[config.mk]
export PLATFORM = sky130hd
export DESIGN_NAME = result_bcd_converter_flat
export DESIGN_NICKNAME = d
export VERILOG_FILES = /design/src/rtl/result_bcd_converter_if.sv /design/src/rtl/result_bcd_converter.sv /design/src/flat_wrapper.sv
export SDC_FILE = /design/constraint.sdc
export NUM_CORES = 1
export LEC_CHECK = 0
export CORE_MARGIN = 2
export CORE_UTILIZATION = 45
export CTS_BUF_LIST = sky130_fd_sc_hd__clkbuf_2
export CTS_CLUSTER_SIZE = 12
export DETAILED_ROUTE_END_ITERATION = 6
export GPL_ROUTABILITY_DRIVEN = 0
export GPL_TIMING_DRIVEN = 0
export PLACE_DENSITY = 0.7
export SKIP_LAST_GASP = 1
export SYNTH_ARGS = -nofsm -noshare
export SYNTH_HDL_FRONTEND = slang
export SYNTH_SLANG_ARGS = --single-unit
[constraint.sdc]
create_clock -name relogio -period 1.63 [get_ports relogio]
set_input_delay 0.4075 -clock relogio [delete_from_list [all_inputs] [get_ports relogio]]
set_output_delay 0.4075 -clock relogio [all_outputs]
set_load 0.01 [all_outputs]
[src/rtl/result_bcd_converter_if.sv]
//------------------------------------------------------------------------------
// Module : result_bcd_converter_if
// Brief  : Request/result bundle for the signed-binary to BCD converter.
// Rev    : 1.0  initial release
//------------------------------------------------------------------------------
`default_nettype none

interface result_bcd_converter_if;
    logic       start;
    logic [8:0] res;
    logic       sign;
    logic [3:0] hundreds;
    logic [3:0] tens;
    logic [3:0] units;
    logic       busy;
    logic       done;

    modport master (
        output start, res,
        input  sign, hundreds, tens, units, busy, done
    );

    modport slave (
        input  start, res,
        output sign, hundreds, tens, units, busy, done
    );
endinterface

`default_nettype wire

[src/rtl/result_bcd_converter.sv]
//------------------------------------------------------------------------------
// Module : result_bcd_converter
// Brief  : Converts a 9-bit two's-complement result into sign + 3 BCD digits
//          by double-dabble, fixed 10-cycle latency from start to done.
//          Option: LEADING_ZERO_BLANK_EN blanks leading zero digits as 4'hF.
// Rev    : 1.0  initial release
//------------------------------------------------------------------------------
`default_nettype none

module result_bcd_converter (
    input  wire                         relogio,
    input  wire                         reset,
    result_bcd_converter_if.slave       bus
);

    typedef enum logic [1:0] {
        ST_IDLE  = 2'd0,
        ST_SHIFT = 2'd1,
        ST_DONE  = 2'd2
    } state_t;

    localparam logic [3:0] C_LAST_SHIFT = 4'd8;
    localparam logic [3:0] C_BLANK      = 4'hF;

    state_t      state_q, state_d;
    logic [8:0]  mag_q, mag_d;
    logic [11:0] bcd_q, bcd_d;
    logic [3:0]  cnt_q, cnt_d;
    logic        neg_q, neg_d;
    logic        sign_q, sign_d;
    logic [3:0]  hund_q, hund_d;
    logic [3:0]  tens_q, tens_d;
    logic [3:0]  units_q, units_d;
    logic        done_q, done_d;

    logic [8:0]  w_abs;
    logic [11:0] w_adj;

    // Negating 9'h100 wraps back to 9'h100, which read unsigned is 256.
    assign w_abs = bus.res[8] ? (~bus.res + 9'd1) : bus.res;

    always_comb begin
        w_adj[3:0]  = (bcd_q[3:0]  >= 4'd5) ? bcd_q[3:0]  + 4'd3 : bcd_q[3:0];
        w_adj[7:4]  = (bcd_q[7:4]  >= 4'd5) ? bcd_q[7:4]  + 4'd3 : bcd_q[7:4];
        w_adj[11:8] = (bcd_q[11:8] >= 4'd5) ? bcd_q[11:8] + 4'd3 : bcd_q[11:8];
    end

    always_ff @(posedge relogio) begin
        if (reset) begin
            state_q <= ST_IDLE;
            mag_q   <= 9'd0;
            bcd_q   <= 12'd0;
            cnt_q   <= 4'd0;
            neg_q   <= 1'b0;
            sign_q  <= 1'b0;
            hund_q  <= 4'd0;
            tens_q  <= 4'd0;
            units_q <= 4'd0;
            done_q  <= 1'b0;
        end else begin
            state_q <= state_d;
            mag_q   <= mag_d;
            bcd_q   <= bcd_d;
            cnt_q   <= cnt_d;
            neg_q   <= neg_d;
            sign_q  <= sign_d;
            hund_q  <= hund_d;
            tens_q  <= tens_d;
            units_q <= units_d;
            done_q  <= done_d;
        end
    end

    always_comb begin
        state_d = state_q;
        mag_d   = mag_q;
        bcd_d   = bcd_q;
        cnt_d   = cnt_q;
        neg_d   = neg_q;
        sign_d  = sign_q;
        hund_d  = hund_q;
        tens_d  = tens_q;
        units_d = units_q;
        done_d  = 1'b0;

        case (state_q)
            ST_IDLE: begin
                if (bus.start) begin
                    neg_d   = bus.res[8];
                    mag_d   = w_abs;
                    bcd_d   = 12'd0;
                    cnt_d   = 4'd0;
                    state_d = ST_SHIFT;
                end
            end
            ST_SHIFT: begin
                {bcd_d, mag_d} = {w_adj[10:0], mag_q, 1'b0};
                cnt_d          = cnt_q + 4'd1;
                if (cnt_q == C_LAST_SHIFT) begin
                    state_d = ST_DONE;
                end
            end
            ST_DONE: begin
                sign_d  = neg_q;
                units_d = bcd_q[3:0];
`ifdef LEADING_ZERO_BLANK_EN
                hund_d  = (bcd_q[11:8] == 4'd0) ? C_BLANK : bcd_q[11:8];
                tens_d  = (bcd_q[11:4] == 8'd0) ? C_BLANK : bcd_q[7:4];
`else
                hund_d  = bcd_q[11:8];
                tens_d  = bcd_q[7:4];
`endif
                done_d  = 1'b1;
                state_d = ST_IDLE;
            end
            default: begin
                state_d = ST_IDLE;
            end
        endcase
    end

    assign bus.sign     = sign_q;
    assign bus.hundreds = hund_q;
    assign bus.tens     = tens_q;
    assign bus.units    = units_q;
    assign bus.done     = done_q;
    assign bus.busy     = (state_q != ST_IDLE);

endmodule

`default_nettype wire

[src/flat_wrapper.sv]
// flat-port wrapper written by rule: the top's interface ports become plain ports
module result_bcd_converter_flat 
  (relogio, reset, bus_start, bus_res, bus_sign, bus_hundreds, bus_tens, bus_units, bus_busy, bus_done);
  result_bcd_converter_if bus_i ();
  input  wire relogio;
  input  wire reset;
  input wire logic [$bits(bus_i.start)-1:0] bus_start;
  input wire logic [$bits(bus_i.res)-1:0] bus_res;
  output wire logic [$bits(bus_i.sign)-1:0] bus_sign;
  output wire logic [$bits(bus_i.hundreds)-1:0] bus_hundreds;
  output wire logic [$bits(bus_i.tens)-1:0] bus_tens;
  output wire logic [$bits(bus_i.units)-1:0] bus_units;
  output wire logic [$bits(bus_i.busy)-1:0] bus_busy;
  output wire logic [$bits(bus_i.done)-1:0] bus_done;
  assign bus_i.start = bus_start;
  assign bus_i.res = bus_res;
  assign bus_sign = bus_i.sign;
  assign bus_hundreds = bus_i.hundreds;
  assign bus_tens = bus_i.tens;
  assign bus_units = bus_i.units;
  assign bus_busy = bus_i.busy;
  assign bus_done = bus_i.done;
  result_bcd_converter u_core (.relogio(relogio), .reset(reset), .bus(bus_i));
endmodule
=== Yosys cells after proc, flatten, opt, wreduce, memory -nomap -nowiden ===
Cells that the tools add are included.

* Multiplexer cells: 14
* Equality and inequality tests: 5
* Reduce and logical (&&, ||, !) cells: 6
* Bitwise logic cells: 1
* Order comparisons: 3
* Add/sub/neg operators: 5

{| class="wikitable"
|+ Operator list
! operator !! number
|-
| 12-bit case mux with 2 select lines || 1
|-
| 9-bit two-way mux || 2
|-
| 9-bit case mux with 2 select lines || 1
|-
| 4-bit by 3-bit >= comparator with 1-bit output, second input constant || 3
|-
| 12-bit two-way mux || 1
|-
| 4-bit two-way mux || 3
|-
| 9-bit by 1-bit adder with 9-bit output, second input constant || 1
|-
| 9-bit NOT || 1
|-
| 4-bit by 2-bit adder with 4-bit output, second input constant || 2
|-
| 4-bit case mux with 2 select lines || 1
|-
| 2-bit AND reduction || 3
|-
| 4-bit by 1-bit adder with 4-bit output, second input constant || 1
|-
| 4-bit == test, second input constant || 1
|-
| 2-bit two-way mux || 2
|-
| 2-bit case mux with 2 select lines || 1
|-
| 2-bit nonzero test || 2
|-
| 3-bit by 2-bit adder with 3-bit output, second input constant || 1
|-
| 3-bit two-way mux || 1
|-
| 2-bit by 1-bit == test with 1-bit output, second input constant || 1
|-
| 2-bit == test, second input constant || 1
|-
| 2-bit zero test || 1
|-
| 2-bit by 1-bit inequality test with 1-bit output, second input constant || 1
|-
| 2-bit inequality test, second input constant || 1
|-
| 1-bit two-way mux || 1
|}

* Bits of input ports: 12
* Word-level logic and storage cells: 44
* Output and inout bits: 15
* Register bits after elaboration: 42

=== Depth between registers and ports, before layout ===
* Depth after elaboration: 5
* Depth in mapped cells: 6
* Gate-level depth less buffers: 6

=== Worst setup path before layout ===
OpenSTA, ideal clock, no wires.

* Path type: input-to-reg
* Start point: input port bus_res[5]
* End point: register u_core.mag_q[8]
* Path buffers: 0
* Data arrival time: 1534 ps
* Setup slack: 25 ps
* Data required time: 1559 ps
* Stages on the path: 3
* Library setup time: 71 ps
* Path through: or4_1 > or4_1 > a21oi_1

* Word-level cells in the longest chain between the ends: 5

{| class="wikitable"
|+ RTL lines
! element !! RTL line !! source
|-
| from (decl) || flat_wrapper.sv:8 || <nowiki>input wire logic [$bits(bus_i.res)-1:0] bus_res;</nowiki>
|-
| 9-bit NOT || result_bcd_converter.sv:40 || <nowiki>assign w_abs = bus.res[8] ? (~bus.res + 9'd1) : bus.res;</nowiki>
|-
| 9-bit by 1-bit adder with 9-bit output || result_bcd_converter.sv:40 ||
|-
| 9-bit two-way mux || result_bcd_converter.sv:40 ||
|-
| 9-bit two-way mux || result_bcd_converter.sv:88 || <nowiki>if (bus.start) begin</nowiki>
|-
| 9-bit case mux with 2 select lines || result_bcd_converter.sv:86 || <nowiki>case (state_q)</nowiki>
|-
| to (signal assigned) || result_bcd_converter.sv:62 || <nowiki>mag_q <= mag_d;</nowiki>
|-
| to (decl) || result_bcd_converter.sv:26 || <nowiki>logic [8:0] mag_q, mag_d;</nowiki>
|}

No other way between the ends. The select of a mux whose other input is x is not followed.
A chain may end at the register's enable or synchronous reset.

=== Worst setup path after layout ===
* Start point: register u_core.state_q[0]
* End point: output port bus_busy

* Word-level cells in the longest chain between the ends: 1

{| class="wikitable"
|+ RTL lines
! element !! RTL line !! source
|-
| from (decl) || result_bcd_converter.sv:25 || <nowiki>state_t state_q, state_d;</nowiki>
|-
| from (signal assigned) || result_bcd_converter.sv:61 || <nowiki>state_q <= state_d;</nowiki>
|-
| 2-bit nonzero test || result_bcd_converter.sv:127 || <nowiki>assign bus.busy = (state_q != ST_IDLE);</nowiki>
|-
| to (decl) || flat_wrapper.sv:13 || <nowiki>output wire logic [$bits(bus_i.busy)-1:0] bus_busy;</nowiki>
|}

No other way between the ends.

==> flow_metrics.tcl <==
set metrics [dict create \
    rsz0062_at_grt "yes" \
    power_density_nw_per_um2 729 \
    fp.dieW_um 69.8 \
    via_per_inst 5.34 \
    ctsHtreeMaxLevel 2 \
    yosys.area.top_type "dfxtp_1" \
    fmax_mhz 642 \
    yosysSeqAreaShare_pct 43.1 \
    period_minus_slack_ps 1560 \
    rrSetupSlack_ps 110 \
    required_ps 1220 \
    maxCapViolations 0 \
    yosysUniqueCellTypes 35 \
    final-hold-violation-count 0 \
    ys_top_cells_by_area "dfxtp_1 (43%), a21oi_1 (7.4%), nand2_1 (7.3%), ha_1 (5.8%), a22o_1 (3.1%)" \
    areaGrowthSynthToFinish_pct 20.0 \
    ys_warn_count 0 \
    fin_skew_ps 21.8 \
    synth_most_common_cell "dfxtp_1" \
    ys.flop_type "dfxtp_1" \
    portBuffers 25 \
    crit_path_max_incr_delay_ps 360 \
    die_y_um 69.8 \
    grt_pass1_wl_um 7400 \
    p_leak_uw 0.000957 \
    finalSetupViolCount 0 \
    avgSynthCellArea_um2 8.30 \
    grt-ovfl-total 0 \
    ant_nets 0 \
    timing.rr.end "u_core.bcd_q[6]$_SDFFE_PP0P_" \
    clockRootBuffer "clkbuf_2" \
    hold_path.class "primary input to register" \
    met2_usage_pct 30.5 \
    drt_first_iter_violations 126 \
    critPathSlowestCell "dfxtp_2" \
    setup.worst_path.end "bus_busy" \
    grt_max_degree 13 \
    grt_use_met3_pct 3.92 \
    place_ws_ps -534 \
    grt_busiest_layer "met2" \
    dpl_cell_area_um2 2260 \
    routed_wl_um 4200 \
    synth_top_area_share_pct 43.1 \
    setup_ws_ps 72.5 \
    layout-drive-gt1-share_pct 13.8 \
    stdcell_area_um2 2340 \
    n_antenna_cell 0 \
    syn_area_um2 1950 \
    antenna_found_initial 0 \
    via_count 1699 \
    clock_latency_ps 410 \
    first_global_vias 1655 \
    startpoint "u_core.state_q[0]$_SDFFE_PP0P_" \
    status "completed" \
    cts.reportedPaths.clkPinSlew_ps 200 \
    cts_tree "built" \
    r2r-start "u_core.bcd_q[5]$_SDFFE_PP0P_" \
    min_period_over_period_pct 95.6 \
    ff2ff_path_depth 6 \
    initial_core_util_pct 47.7 \
    core-area_um2 4090 \
    cts_buffer_depth 2 \
    start_kind "register" \
    cts_hold_buffers 0 \
    grtUsageMet1_pct 25.0 \
    finalPower_uw 1710 \
    ys_seq_elements 42 \
    cts_inserted_buffers 5 \
    drcViolationCount 0 \
    rows 23 \
    end_kind "primary output" \
    worst_slew_pin_slew_ps 512 \
    dr.pass1.iters 5 \
    syn_nets 256 \
    dpl.hpwl_um 2960 \
    yosys-top-cells-count "dfxtp_1 (42), nand2_1 (38), a21oi_1 (29)" \
    critPathKind "register to primary output" \
    grt_usage_pct 18.8 \
    async_flop_share_pct 0 \
    numClockSinks 42 \
    max-slew-margin-rel_pct 65.9 \
    io_pins 27 \
    synthCells 235 \
    dieArea_um2 4870 \
    final_nets 288 \
    path_cells "buf_6 > nor2_4 > inv_1 > clkbuf_2" \
    synth_edf_count 0 \
    max-vdd-ir-drop_v 0.000402 \
    critPathArrivalTime_ps 1150 \
    hold_depth 3 \
    finalMaxSlewViolations 0 \
    path_max_fanout 10 \
    wl_per_cell_um 13.2 \
]
## power by group
part / switching [µW] / internal [µW] / total (µW)
Combinational: 120 / 82.7 / 203
Sequential: 14.6 / 1050 / 1070
Clock: 331 / 105 / 437
## through the flow
step                hold WS (ps)  utilization [%]  cells  TNS, ps
floorplan                    432                -    235        0
global placement             442             55.4    310   -15230
detailed placement           446             55.4    310   -15060
CTS                          356             56.6    318     -161
global route                 417             57.3    318    -22.7
finish                       388             57.3    318        0
## timing repair
item | 4_1_cts | 5_1_grt
setup endpoints to repair | 27 | 34
gates resized for setup | 37 | 15
setup buffers | 0 | 0
pin swaps | 1 | 0
## area by class of cell
class | instances | area, µm²
buffer | 12 | 60.1
timing repair buffer | 25 | 226
multi-input combinational | 168 | 1050
clock buffer | 6 | 30.0
tap | 50 | 62.6
fill | 411 | 1750
clock inverter | 2 | 8.76
sequential | 42 | 857
inverter | 13 | 48.8
## worst max-delay path, delay by kind of cell, from the launching register on
kind,cells,cell delay [ps]
buffers and inverters,3,290
flip-flops,1,360
AND/OR/NAND/NOR,1,110
## kinds of logic (layout without fill, tap and decap cells)
kind of cell | Yosys count | after routing | synth area share (%)
AOI/OAI and AO/OA | 61 | 61 | 19.3
xor gates and xnor gates | 9 | 9 | 4.04
adders and majority gates | 9 | 9 | 5.78
buffers and inverters | 25 | 58 | 4.88
DFF | 42 | 42 | 43.1
muxes | 4 | 4 | 2.05
and+or+nand+nor | 85 | 85 | 20.9
## state kept, by name, summed over array words and instances, names as in the netlist
register             count
u_core.mag_q             9
u_core.neg_q             1
u_core.bus.done          1
u_core.bus.hundreds      4
u_core.bus.sign          1
u_core.cnt_q             4
u_core.bus.units         4
u_core.bus.tens          4
u_core.bcd_q            12
u_core.state_q           2
## how the worst min path moves through the flow
stage / end / from
finish: u_core.neg_q$_SDFFE_PP0P_ / bus_res[8]
global route: u_core.mag_q[5]$_SDFFE_PP0P_ / bus_res[5]
CTS: u_core.neg_q$_SDFFE_PP0P_ / bus_res[8]
detailed placement: u_core.bus.hundreds[1]$_SDFFE_PP0P_ / u_core.bus.hundreds[1]$_SDFFE_PP0P_
global placement: u_core.bus.hundreds[2]$_SDFFE_PP0P_ / u_core.bus.hundreds[2]$_SDFFE_PP0P_
floorplan: u_core.bus.sign$_SDFFE_PP0P_ / u_core.neg_q$_SDFFE_PP0P_
## placed cells by master (no fill, tap or decap), drive strengths merged, types with 3 or more instances in the layout
master,count
a21oi,29
a22o,7
a22oi,5
clkbuf,17
clkdlybuf4s50,6
dfxtp,42
dlygate4sd2,17
ha,9
inv,13
mux2i,4
nand2,38
nand2b,9
nand3,8
nor2,9
nor3,5
o21ai,9
o22ai,3
or3,3
xnor2,4
xor2,5
## routing by layer
layer / part of all wire, % / up-vias / wire, µm
li1: - / 879 / -
met1: 49 / 789 / 2070
met2: 46 / 24 / 1920
met3: 3.6 / 7 / 151
met4: 1.5 / 0 / 62
met5: 0 / - / 0
Power figures use the tool's default switching activity.
